--- config.mk ---
export PLATFORM = sky130hd
export DESIGN_NAME = mem_wb_reg_flat
export DESIGN_NICKNAME = d
export VERILOG_FILES = /design/src/rtl/mem_wb_if.sv /design/src/rtl/mem_wb_reg.sv /design/src/flat_wrapper.sv
export SDC_FILE = /design/constraint.sdc
export NUM_CORES = 1
export LEC_CHECK = 0
export ABC_AREA = 1
export BUFFER_PORTS_ARGS = -buffer_cell sky130_fd_sc_hd__buf_2
export CAP_MARGIN = 20
export CORE_MARGIN = 2
export CORE_UTILIZATION = 53
export DETAILED_ROUTE_END_ITERATION = 12
export GPL_TIMING_DRIVEN = 0
export HOLD_SLACK_MARGIN = 0.12
export PLACE_DENSITY = 0.84
export REMOVE_ABC_BUFFERS = 1
export SLEW_MARGIN = 20
export SYNTH_ARGS = -nofsm -noshare
export SYNTH_HDL_FRONTEND = slang
export SYNTH_SLANG_ARGS = --single-unit
--- constraint.sdc ---
create_clock -name clk -period 1.9 [get_ports clk]
set_input_delay 0.38 -clock clk [delete_from_list [all_inputs] [get_ports clk]]
set_output_delay 0.38 -clock clk [all_outputs]
set_load 0.01 [all_outputs]
--- src/rtl/mem_wb_if.sv ---
// MEM -> WB bus: instruction fields captured from the MEM stage and the
// registered writeback / forwarding port seen by the register file and
// the hazard unit.
interface mem_wb_if #(
    parameter int DW = 32
);
    // MEM stage side
    logic          m_valid;
    logic [DW-1:0] m_pc;
    logic [DW-1:0] m_alu;
    logic [DW-1:0] m_ldata;
    logic [4:0]    m_rd;
    logic          m_regwen;
    logic [1:0]    m_wbsel;

    // WB side (register-file write port and forwarding source)
    logic          w_valid;
    logic [DW-1:0] w_pc;
    logic [4:0]    w_rd;
    logic          w_regwen;
    logic [DW-1:0] w_data;

    // Producer of MEM results, consumer of the WB port
    modport master (
        output m_valid, m_pc, m_alu, m_ldata, m_rd, m_regwen, m_wbsel,
        input  w_valid, w_pc, w_rd, w_regwen, w_data
    );

    // The pipeline register itself
    modport slave (
        input  m_valid, m_pc, m_alu, m_ldata, m_rd, m_regwen, m_wbsel,
        output w_valid, w_pc, w_rd, w_regwen, w_data
    );
endinterface

--- src/rtl/mem_wb_reg.sv ---
// MEM/WB pipeline register of the rv32i core. Selects the writeback value,
// registers it with the destination info one cycle late, and keeps the
// retired-instruction counter. No handshake: the pipeline controls it with
// stall (hold everything) and flush (kill the captured instruction); flush
// wins over stall. Every output comes straight from a flop.
module mem_wb_reg #(
    parameter int DW   = 32,
    parameter int CNTW = 64
) (
    input  logic            clk,
    input  logic            rst,
    input  logic            stall,
    input  logic            flush,
    mem_wb_if.slave         bus,
    output logic [CNTW-1:0] instret
);

    logic [DW-1:0] wb_value;
    logic          write_ok;

    // Writeback source select; the reserved code falls back to the ALU result
    always_comb begin
        wb_value = bus.m_alu;
        case (bus.m_wbsel)
            2'b01:   wb_value = bus.m_ldata;
            2'b10:   wb_value = bus.m_pc + DW'(4);
            default: wb_value = bus.m_alu;
        endcase
    end

    // Bubbles never write and x0 is never a write target
    assign write_ok = bus.m_valid & bus.m_regwen & (bus.m_rd != 5'd0);

    // WB register update: reset, then flush, then stall hold, then capture
    always_ff @(posedge clk or negedge rst) begin
        if (!rst) begin
            bus.w_valid  <= 1'b0;
            bus.w_pc     <= '0;
            bus.w_rd     <= 5'd0;
            bus.w_regwen <= 1'b0;
            bus.w_data   <= '0;
            instret      <= '0;
        end else if (flush) begin
            // pc/data are meaningless once valid drops, so they simply hold
            bus.w_valid  <= 1'b0;
            bus.w_rd     <= 5'd0;
            bus.w_regwen <= 1'b0;
        end else if (!stall) begin
            bus.w_valid  <= bus.m_valid;
            bus.w_pc     <= bus.m_pc;
            bus.w_rd     <= bus.m_rd;
            bus.w_regwen <= write_ok;
            bus.w_data   <= wb_value;
            // Counted on entry, so a stalled instruction is counted once
            if (bus.m_valid) begin
                instret <= instret + CNTW'(1);
            end
        end
    end

endmodule

--- src/flat_wrapper.sv ---
// flat-port wrapper written by rule: the top's interface ports become plain ports
module mem_wb_reg_flat 
#(
    parameter int DW   = 32,
    parameter int CNTW = 64
)
  (clk, rst, stall, flush, instret, bus_m_valid, bus_m_pc, bus_m_alu, bus_m_ldata, bus_m_rd, bus_m_regwen, bus_m_wbsel, bus_w_valid, bus_w_pc, bus_w_rd, bus_w_regwen, bus_w_data);
  mem_wb_if #(.DW(DW)) bus_i ();
  input  logic clk;
  input  logic rst;
  input  logic stall;
  input  logic flush;
  output logic [CNTW-1:0] instret;
  input wire logic [$bits(bus_i.m_valid)-1:0] bus_m_valid;
  input wire logic [$bits(bus_i.m_pc)-1:0] bus_m_pc;
  input wire logic [$bits(bus_i.m_alu)-1:0] bus_m_alu;
  input wire logic [$bits(bus_i.m_ldata)-1:0] bus_m_ldata;
  input wire logic [$bits(bus_i.m_rd)-1:0] bus_m_rd;
  input wire logic [$bits(bus_i.m_regwen)-1:0] bus_m_regwen;
  input wire logic [$bits(bus_i.m_wbsel)-1:0] bus_m_wbsel;
  output wire logic [$bits(bus_i.w_valid)-1:0] bus_w_valid;
  output wire logic [$bits(bus_i.w_pc)-1:0] bus_w_pc;
  output wire logic [$bits(bus_i.w_rd)-1:0] bus_w_rd;
  output wire logic [$bits(bus_i.w_regwen)-1:0] bus_w_regwen;
  output wire logic [$bits(bus_i.w_data)-1:0] bus_w_data;
  assign bus_i.m_valid = bus_m_valid;
  assign bus_i.m_pc = bus_m_pc;
  assign bus_i.m_alu = bus_m_alu;
  assign bus_i.m_ldata = bus_m_ldata;
  assign bus_i.m_rd = bus_m_rd;
  assign bus_i.m_regwen = bus_m_regwen;
  assign bus_i.m_wbsel = bus_m_wbsel;
  assign bus_w_valid = bus_i.w_valid;
  assign bus_w_pc = bus_i.w_pc;
  assign bus_w_rd = bus_i.w_rd;
  assign bus_w_regwen = bus_i.w_regwen;
  assign bus_w_data = bus_i.w_data;
  mem_wb_reg #(.DW(DW), .CNTW(CNTW)) u_core (.clk(clk), .rst(rst), .stall(stall), .flush(flush), .bus(bus_i), .instret(instret));
endmodule
==> impl_metrics.ini, run 1 <==
[status]
status = finished clean

[setup_path]
end_kind = flip-flop
arrival_ns = 2.15
critical_path_required_ns = 2.22
path_max_fanout = 27
path_class = in -> reg
cp-start-kind = input pin

[sta]
fin_ws_ns = 0.0740
period_minus_slack_ns = 1.83
setup_viol = 0
fmax_mhz = 548
timing.hold.ws_ns = 0.168
slew_headroom = 0.507
tns_ns = 0
finalCritPeriodShare = 0.961
finalClockSkew_ns = 0.00688
worst_pin_slew_ns = 0.739
hold_viol_final = 0
grt_setup_unrepaired = yes
slew_violations = 0

[clock_network]
clk_pin_slew_ns = 0.06
clock_path_buffers = 2
cts_made_buffers = 17
h-tree-depth = 4
clkLatencyLatePin_ns = 0.43
clockRootBuffer = clkbuf_16
clkSinkCount = 135
cts_tree = built

[yosys]
ys_types = 39
synthArstFlopShare = 1.00
syn_inst = 1253
syn_area_per_cell_um2 = 6.64
synthTopCellsByArea = dfrtp_1 (41%), nand2_1 (23%), nor2_1 (9.2%), inv_1 (4.3%), o21ai_0 (4.1%)
yosys_warnings = 0
synth_top_area_share = 0.406
ys_seq_area_frac = 0.406
syn-cell-area_um2 = 8320
synth_edf_count = 0
synth_top_area_cell = dfrtp_1
ys_seq_elements = 135
synth_flop_cell = dfrtp_1

[finish]
num-nets-final = 1612
register_area_um2 = 3380
n_fill_cell = 1298
num_antenna_cells = 0
area_growth_pct = 26.4
multi_input_area_um2 = 4530
fin_cells = 1723
drive_gt1_frac = 0.222

[floorplanning]
die_width_um = 129
start_util = 0.546
die_h_um = 129
core-area_um2 = 15300
rows = 45
num_io_pins = 244
dieArea_um2 = 16700

[placed_design]
dpl.cell_count = 1677
place.port_buffers = 243
dp_slack_ns = -1.40
hpwl_mm = 19.2
globalplace.congestion = 0.923

[power_and_ir_drop]
power_density_nw_per_um2 = 810
finalPower_mw = 8.53
p_leak_nw = 5.35
peakVddDrop_uv = 613

[min_path]
hp-class = in -> reg

[routing]
post-route-drc-count = 0
drt_iter0_drc = 782
vias = 9305
postRouteAntennaNets = 0
dr_wl_met2_mm = 13.5
wl_met3_mm = 2.40
maxUsedRoutingLayer = met5
wirelength_mm = 27.3
drt-met1-wl_mm = 10.3
drt_first_pass_iters = 6
avgViaCountPerCell = 5.40
wire_per_inst_um = 15.9

[global_routing]
grt_pass1_wl_mm = 41.4
antenna_found_initial = 1
grt-ovfl-total = 0
grt_pass1_vias = 8603
grt_max_degree = 109
grt_util_all_layers = 0.317

[run]
cap_violations = 0
[cells in the final DEF (no fill, tap or decap), types with 4 or more instances in the layout]
| cell type | netlist | routed |
|---|---|---|
| nand2_2 | 3 | 4 |
| nand4_1 | 11 | 11 |
| nand3_2 | 4 | 4 |
| buf_4 | 1 | 10 |
| nor2_2 | 5 | 12 |
| buf_2 | 8 | 242 |
| nand3b_1 | 6 | 6 |
| a21oi_1 | 36 | 36 |
| nor2_1 | 203 | 195 |
| nand2_1 | 520 | 519 |
| o21ai_0 | 68 | 68 |
| clkbuf_16 | 0 | 17 |
| xnor2_1 | 16 | 16 |
| inv_1 | 96 | 95 |
| clkinvlp_4 | 0 | 7 |
| xor2_1 | 18 | 18 |
| nor3_1 | 4 | 4 |
| dfrtp_1 | 135 | 133 |
| nand3_1 | 50 | 50 |
| nor2_4 | 9 | 10 |
[cells by family after synthesis]
logic type,Yosys count,synth area share
fa+ha+maj,4,0.00601
buf+inv,130,0.0612
compound gates,119,0.0756
simple gates,831,0.416
xor+xnor,34,0.0358
flops,135,0.406
[through the flow]
| step | area (µm²) | utilization |
|---|---|---|
| after floorplan | 8190 | - |
| after global placement | 9670 | 0.634 |
| after detailed placement | 9710 | 0.636 |
| after CTS | 10400 | 0.683 |
| after global routing | 10500 | 0.690 |
| final | 10500 | 0.690 |
[cells in the mapped netlist, types with 2 or more instances]
master      n
a21oi_1    36
a221oi_1    3
and3_1      2
buf_1       2
buf_2       8
clkbuf_1   19
dfrtp_1   135
ha_1        4
inv_1      96
inv_2       3
nand2_1   520
nand2_2     3
nand2_4     3
nand3_1    50
nand3_2     4
nand3b_1    6
nand4_1    11
nor2_1    203
nor2_2      5
nor2_4      9
nor2_8      2
nor3_1      4
nor3b_1     2
nor4_1      2
o211ai_1    3
o21ai_0    68
o21ai_1     3
o21bai_1    2
o31ai_1     3
xnor2_1    16
xor2_1     18
[flip-flops by register name, summed over array words and instances (netlist names)]
register and flops:
u_core.bus.w_valid 1, u_core.bus.w_data 32, u_core.instret 64, u_core.bus.w_regwen 1, u_core.bus.w_pc 32, u_core.bus.w_rd 5
[where the power goes]
group	internal [mW]	switching [mW]
sequential	3.17	0.249
combinational	0.635	1.01
clock	2.11	1.35
total	5.92	2.61
[worst paths after layout]
check / start / end / slack, ns / cells past startpoint
worst max-delay path: stall / u_core.instret[34] / 0.07 / 11
worst min-delay path: bus_m_rd[4] / u_core.bus.w_rd[4] / 0.17 / 3
worst max register to register: u_core.instret[1] / u_core.instret[52] / 0.11 / 10
worst min register to register: u_core.bus.w_pc[8] / u_core.bus.w_pc[8] / 0.47 / 2
max in group asynchronous: rst / u_core.bus.w_pc[24] / 0.68 / 3
min in group asynchronous: rst / u_core.instret[7] / 0.46 / 2
[metal layers]
layer  vias up  track usage
li1       4405            -
met1      4293        0.366
met2       507        0.558
met3        98       0.0723
met4         2        0.153
met5         -            0
[critical path, stage by stage]
cell and delay [ns]:
buf_2 0.18, inv_1 0.37, nand2_8 0.26, nor2_4 0.20, nand3_2 0.12, nor2_2 0.18
nand2_2 0.11, nor2_4 0.17, nand2_1 0.07, nand2_1 0.06, nand2_1 0.04
[area by class of cell]
| cell class | instances | area share |
|---|---|---|
| clock buffer | 19 | 0.0421 |
| inverter | 99 | 0.0369 |
| timing repair buffer | 255 | 0.127 |
| timing repair inverter | 1 | 0.000713 |
| tap | 211 | 0.0251 |
| multi-input combinational | 990 | 0.431 |
| clock inverter | 13 | 0.0163 |
| sequential | 135 | 0.321 |
[what timing repair did]
action	in CTS	in global routing
hold endpoints to repair	52	0
buffers inserted	7	3
hold buffers	1	0
setup endpoints to repair	45	27
cloned	1	2
pin swaps	2	4
resized for setup	10	14
No activity file was read; power rests on OpenSTA's default activity.
==> run 2, diff against run 1 <==
--- a/config.mk
+++ b/config.mk
@@ -14,6 +14,7 @@
 export GPL_TIMING_DRIVEN = 0
 export HOLD_SLACK_MARGIN = 0.12
 export PLACE_DENSITY = 0.84
+export RECOVER_POWER = 100
 export REMOVE_ABC_BUFFERS = 1
 export SLEW_MARGIN = 20
 export SYNTH_ARGS = -nofsm -noshare
==> constraint.sdc (replaced) <==
create_clock -name clk -period 2.05 [get_ports clk]
set_input_delay 0.41 -clock clk [delete_from_list [all_inputs] [get_ports clk]]
set_output_delay 0.41 -clock clk [all_outputs]
set_load 0.01 [all_outputs]
==> run 2 against run 1 <==
Against the previous run:
- sequential share of layout area rose by 1.1 points
- critical path depth fell by 2
- critical path type unchanged
- clock power fell by 7.2%
- largest power group unchanged
- routed wire length fell by 3.2%
- clock skew rose by 0.00092 ns
- die area did not move
- register-to-register slack barely moved
- clock-buffer cell count did not move
- core utilization fell by 2.3 points
==> impl_metrics.ini, run 2 (synthesis gave the netlist of run 1 again) <==
[power_and_ir_drop]
finalPower_mw = 7.72
p_leak_nw = 4.77
power_density_nw_per_um2 = 758
peakVddDrop_uv = 576

[clock_network]
cts_tree = built
clock_path_buffers = 2
cts_made_buffers = 17
clk_pin_slew_ns = 0.06
h-tree-depth = 4
clkSinkCount = 135
clockRootBuffer = clkbuf_16
clkLatencyLatePin_ns = 0.43

[routing]
wire_per_inst_um = 15.4
postRouteAntennaNets = 0
drt_first_pass_iters = 6
drt_iter0_drc = 801
vias = 9156
wirelength_mm = 26.5
post-route-drc-count = 0
avgViaCountPerCell = 5.33

[setup_path]
path_class = in -> reg
end_kind = flip-flop
reg2reg_to = u_core.instret[40]
rr_worst_depth = 10
reg2reg_slack_ns = 0.11
cp-start-kind = input pin
r2r-start = u_core.instret[0]
critical_path_required_ns = 2.37
path_max_fanout = 33
arrival_ns = 2.27

[floorplanning]
die_h_um = 129
start_util = 0.546
die_width_um = 129
rows = 45
num_io_pins = 244
dieArea_um2 = 16700
core-area_um2 = 15300

[global_routing]
grt_pass1_wl_mm = 41.4
grt_max_degree = 109
grt_util_all_layers = 0.317
grt-ovfl-total = 0
grt_pass1_vias = 8588
antenna_found_initial = 1

[finish]
num_antenna_cells = 0
final_cell_mix = nand2_1 (523), nor2_1 (203), clkbuf_1 (139)
multi_input_area_um2 = 4430
n_fill_cell = 1427
register_area_um2 = 3380
final_common_cell = nand2_1
num-nets-final = 1607
utilization = 0.667
fin_area_um2 = 10200
drive_gt1_frac = 0.118
largest_register = u_core.instret
area_growth_pct = 22.3
largest_reg_flops = 64
biggestRegsByFlops = u_core.instret (64), u_core.bus.w_data (32), u_core.bus.w_pc (32)

[sta]
slew_headroom = 0.134
grt_setup_unrepaired = no
period_minus_slack_ns = 1.94
fmax_mhz = 515
finalCritPeriodShare = 0.948
worst_pin_slew_ns = 1.29
finalClockSkew_ns = 0.00779
slew_violations = 0
setup_viol = 0
hold_viol_final = 0

[run]
cap_violations = 0

[placed_design]
place_area_um2 = 9710
place.port_buffers = 243
hpwl_mm = 19.2
globalplace.congestion = 0.923

[min_path]
hold_path.startpoint = bus_m_rd[4]
hp-class = in -> reg
hold_path_depth = 3
hold_end = u_core.bus.w_rd[4]

[status]
status = finished clean
-- run 2: worst max-delay path, stage by stage --
cell	delay, ns
buf_2	0.10
inv_1	0.05
ha_2	0.83
clkinvlp_4	0.21
buf_2	0.25
nor2_1	0.18
nor2_1	0.06
nand2_1	0.10
nand2_1	0.05
-- run 2: power breakdown --
part / leakage (nW) / switching [mW] / internal [mW]
logic: 2.75 / 0.884 / 0.447
clock network: 0.283 / 1.25 / 1.96
registers: 1.74 / 0.238 / 2.94
-- run 2: cell type report --
type                            count  area share
Clock inverter                     13      0.0168
Sequential cell                   135       0.332
Multi-Input combinational cell    989       0.435
Timing Repair inverter              1    0.000737
Tap cell                          211      0.0259
Inverter                           99      0.0374
Clock buffer                       19      0.0435
Timing Repair Buffer              251       0.109
-- run 2: worst max path at each step --
stage                      startpoint                     to  slack (ns)  depth (start not counted)
floorplan              bus_m_wbsel[0]  u_core.bus.w_data[10]       -0.23                          6
global placement                  rst    u_core.bus.w_pc[17]       -1.37                          1
detailed placement     bus_m_wbsel[0]  u_core.bus.w_data[10]       -1.28                          7
CTS                             flush     u_core.instret[34]        0.02                         11
global route        u_core.instret[0]     u_core.instret[40]       0.007                         11
finish                 bus_m_wbsel[0]  u_core.bus.w_data[20]        0.11                          9
-- run 2: repair_timing --
action,CTS,global route
buffers inserted,6,0
pin swaps,0,1
gates cloned,1,1
setup endpoints to repair,37,10
resized for setup,5,3
hold endpoints to repair,52,0
hold buffers,1,0
-- run 2: layer usage --
metal	part of all wire	up-vias	global-route usage
li1	-	4395	-
met1	0.37	4170	0.366
met4	0.045	2	0.152
met3	0.092	109	0.0723
met5	0.00042	-	0
met2	0.49	480	0.557
-- run 2: metrics by stage --
| step | instances | hold WS (ns) | setup TNS [ns] | setup slack, ns |
|---|---|---|---|---|
| floorplan | 1222 | 0.114 | -1.97 | -0.227 |
| global placement | 1676 | 0.450 | -223.51 | -1.37 |
| detailed placement | 1677 | 0.359 | -42.25 | -1.28 |
| CTS | 1717 | 0.187 | 0 | 0.0196 |
| global route | 1718 | 0.221 | 0 | 0.00703 |
| finish | 1718 | 0.191 | 0 | 0.107 |
==> run 3, diff against run 2 <==
--- a/config.mk
+++ b/config.mk
@@ -5,15 +5,14 @@
 export SDC_FILE = /design/constraint.sdc
 export NUM_CORES = 1
 export LEC_CHECK = 0
-export ABC_AREA = 1
 export BUFFER_PORTS_ARGS = -buffer_cell sky130_fd_sc_hd__buf_2
-export CAP_MARGIN = 20
+export CAP_MARGIN = 30
 export CORE_MARGIN = 2
-export CORE_UTILIZATION = 53
+export CORE_UTILIZATION = 50
 export DETAILED_ROUTE_END_ITERATION = 12
 export GPL_TIMING_DRIVEN = 0
 export HOLD_SLACK_MARGIN = 0.12
-export PLACE_DENSITY = 0.84
+export PLACE_DENSITY = 0.83
 export RECOVER_POWER = 100
 export REMOVE_ABC_BUFFERS = 1
 export SLEW_MARGIN = 20
==> run 3 against run 2 <==
Against the previous run:
- worst setup slack got worse by 0.064 ns
- critical path depth fell by 4
- area after synthesis fell by 19%
- global-route usage fell by 3.2 points
- highest routed layer is now met4
- design area fell by 11%
- hold slack improved by 0.019 ns
- final cell count fell by 33%
- power fell by 2.1%
- non-clock buffer count rose by 13
- clock skew fell by 0.0019 ns
- sequential share of layout area rose by 4.2 points
- clock-buffer cell count did not move
==> impl_metrics.ini, run 3 <==
[status]
status = finished clean

[finish]
biggestRegsByFlops = u_core.instret (64), u_core.bus.w_data (32), u_core.bus.w_pc (32)
fin_cells = 1144
fin_area_um2 = 9040
utilization = 0.685
area_growth_pct = 34.5
num-nets-final = 1067
drive_gt1_frac = 0.313
final_cell_mix = buf_2 (222), dfrtp_1 (133), nand2_1 (131)
largest_reg_flops = 64
final_common_cell = buf_2
largest_register = u_core.instret

[setup_path]
critical_path_required_ns = 2.35
path_class = reg -> reg
arrival_ns = 2.31
end_kind = flip-flop
path_max_fanout = 6
cp-start-kind = flip-flop

[global_routing]
antenna_found_initial = 0
grt_pass1_vias = 6350
grt_util_all_layers = 0.285
grt_pass1_wl_mm = 32.2
grt_max_degree = 77
grt-ovfl-total = 0

[sta]
setup_viol = 0
slew_headroom = 0.297
fin_ws_ns = 0.0436
period_minus_slack_ns = 2.01
fmax_mhz = 498
worst_pin_slew_ns = 1.05
hold_viol_final = 0
grt_setup_unrepaired = yes
slew_violations = 0
finalClockSkew_ns = 0.00590
finalCritPeriodShare = 0.979

[yosys]
synthTopCellsByArea = dfrtp_1 (50%), nand2_1 (7.4%), xnor2_1 (7.0%), xor2_1 (4.7%), o21ai_0 (3.2%)
synth_edf_count = 0
ys_seq_elements = 135
ys_types = 42
synthMostInstantiatedCell = dfrtp_1
ys_seq_area_frac = 0.503
syn_area_per_cell_um2 = 9.56
synth_top_area_share = 0.503
syn_inst = 703
synth_top_area_cell = dfrtp_1
synth_common_cells = dfrtp_1 (135), nand2_1 (132), xnor2_1 (54), nor2_1 (44), o21ai_0 (43)
syn-cell-area_um2 = 6720
yosys_warnings = 0
synthArstFlopShare = 1.00
synth_flop_cell = dfrtp_1

[clock_network]
clock_path_buffers = 2
clk_pin_slew_ns = 0.06
h-tree-depth = 4
clkLatencyLatePin_ns = 0.43
clkSinkCount = 135
cts_tree = built
clockRootBuffer = clkbuf_16
cts_made_buffers = 17

[routing]
drt_first_pass_iters = 5
avgViaCountPerCell = 5.67
post-route-drc-count = 0
wirelength_mm = 20.3
drt_iter0_drc = 550
wire_per_inst_um = 17.8
postRouteAntennaNets = 0
vias = 6486

[power_and_ir_drop]
p_leak_nw = 4.45
power.internal_mw = 5.56
comb_power_share = 0.152
power_density_nw_per_um2 = 836
switchingPower_mw = 2.00
peakVddDrop_uv = 504
sw_frac_of_total = 0.264
seqPwrFrac = 0.405
power.share.clock = 0.442

[min_path]
hp-class = in -> reg

[floorplanning]
rows = 42
start_util = 0.510
die_width_um = 120
num_io_pins = 244
dieArea_um2 = 14400
core-area_um2 = 13200
die_h_um = 120

[placed_design]
dpl.cell_count = 1095
place_area_um2 = 8180
place.port_buffers = 243
hpwl_mm = 13.8
globalplace.congestion = 0.830
dp_slack_ns = -0.980

[run]
cap_violations = 0
## run 3: cell types whose count changed in the layout (fill, tap and decap cells not counted), moves of 18 or more
| cell | previous run | this run |
|---|---|---|
| inv_1 | 95 | 14 |
| clkbuf_1 | 139 | 22 |
| o21ai_0 | 69 | 43 |
| xnor2_1 | 16 | 54 |
| a221oi_1 | 3 | 24 |
| xor2_1 | 18 | 36 |
| nor2_1 | 203 | 43 |
| nand2_1 | 523 | 131 |
| buf_2 | 108 | 222 |
| o22ai_1 | 0 | 19 |
| a21oi_1 | 36 | 8 |
## run 3: power groups by stage
| stage | Combinational, mW | Sequential [mW] | Clock, mW |
|---|---|---|---|
| floorplan | 0.396 | 3.21 | 0 |
| global placement | 1.07 | 3.10 | 0 |
| detailed placement | 1.12 | 3.10 | 0 |
| CTS | 1.17 | 3.05 | 3.39 |
| global route | 1.27 | 3.09 | 3.51 |
| finish | 1.15 | 3.06 | 3.34 |
## run 3: final timing paths
check	startpoint	end	slack [ns]	cells after the start
max reg2reg	u_core.instret[3]	u_core.instret[24]	0.04	5
max	u_core.instret[3]	u_core.instret[24]	0.04	5
min	bus_m_pc[1]	u_core.bus.w_pc[1]	0.21	3
min reg2reg	u_core.bus.w_pc[13]	u_core.bus.w_pc[13]	0.47	2
min in group asynchronous	rst	u_core.instret[12]	0.72	2
max in group asynchronous	rst	u_core.instret[6]	0.50	3
## run 3: cells by family (layout without fill, tap and decap cells)
group | after synthesis | after routing | synth area share
adder cells (fa/ha/maj) | 4 | 4 | 0.00745
flip-flops | 135 | 135 | 0.503
other | 0 | 1 | 0
XOR/XNOR | 90 | 90 | 0.117
AND/OR/NAND/NOR | 314 | 314 | 0.233
buffers and inverters | 47 | 311 | 0.0268
AO/OA/AOI/OAI | 107 | 107 | 0.104
multiplexers | 6 | 6 | 0.00912
## run 3: layout make-up
class	instances	area, µm²
Fill cell	1066	4150
Inverter	15	61.3
Clock inverter	13	203
Sequential cell	135	3380
Clock buffer	19	443
Tap cell	176	220
Timing Repair Buffer	264	1430
Antenna cell	1	2.50
Multi-Input combinational cell	521	3300
## run 3: repair_timing
action,in CTS,in global routing
pin swaps,3,5
hold endpoints to repair,75,0
endpoints found under the setup margin,59,30
hold buffers,1,0
buffers inserted,6,9
resized for setup,11,13
## run 3: stage by stage
step                      hold slack [ns]  TNS, ns  power, mW
after floorplan                     0.114   -54.01       3.60
after global placement              0.454  -370.83       4.16
after detailed placement            0.422   -41.12       4.22
after CTS                           0.195        0       7.61
after global routing                0.208   -0.178       7.87
final                               0.210        0       7.56
## run 3: metal layers
layer | share of wire | track usage
met3 | 0.097 | 0.101
met1 | 0.38 | 0.337
met5 | 0 | 0
met2 | 0.50 | 0.478
met4 | 0.022 | 0.104
## run 3: worst max-delay path, stage by stage, from the launching register on
cell and delay (ns):
dfrtp_1 0.47, nand4_4 0.18, or4_4 0.57, nor4_4 0.36, nand3_1 0.16, xnor2_1 0.16
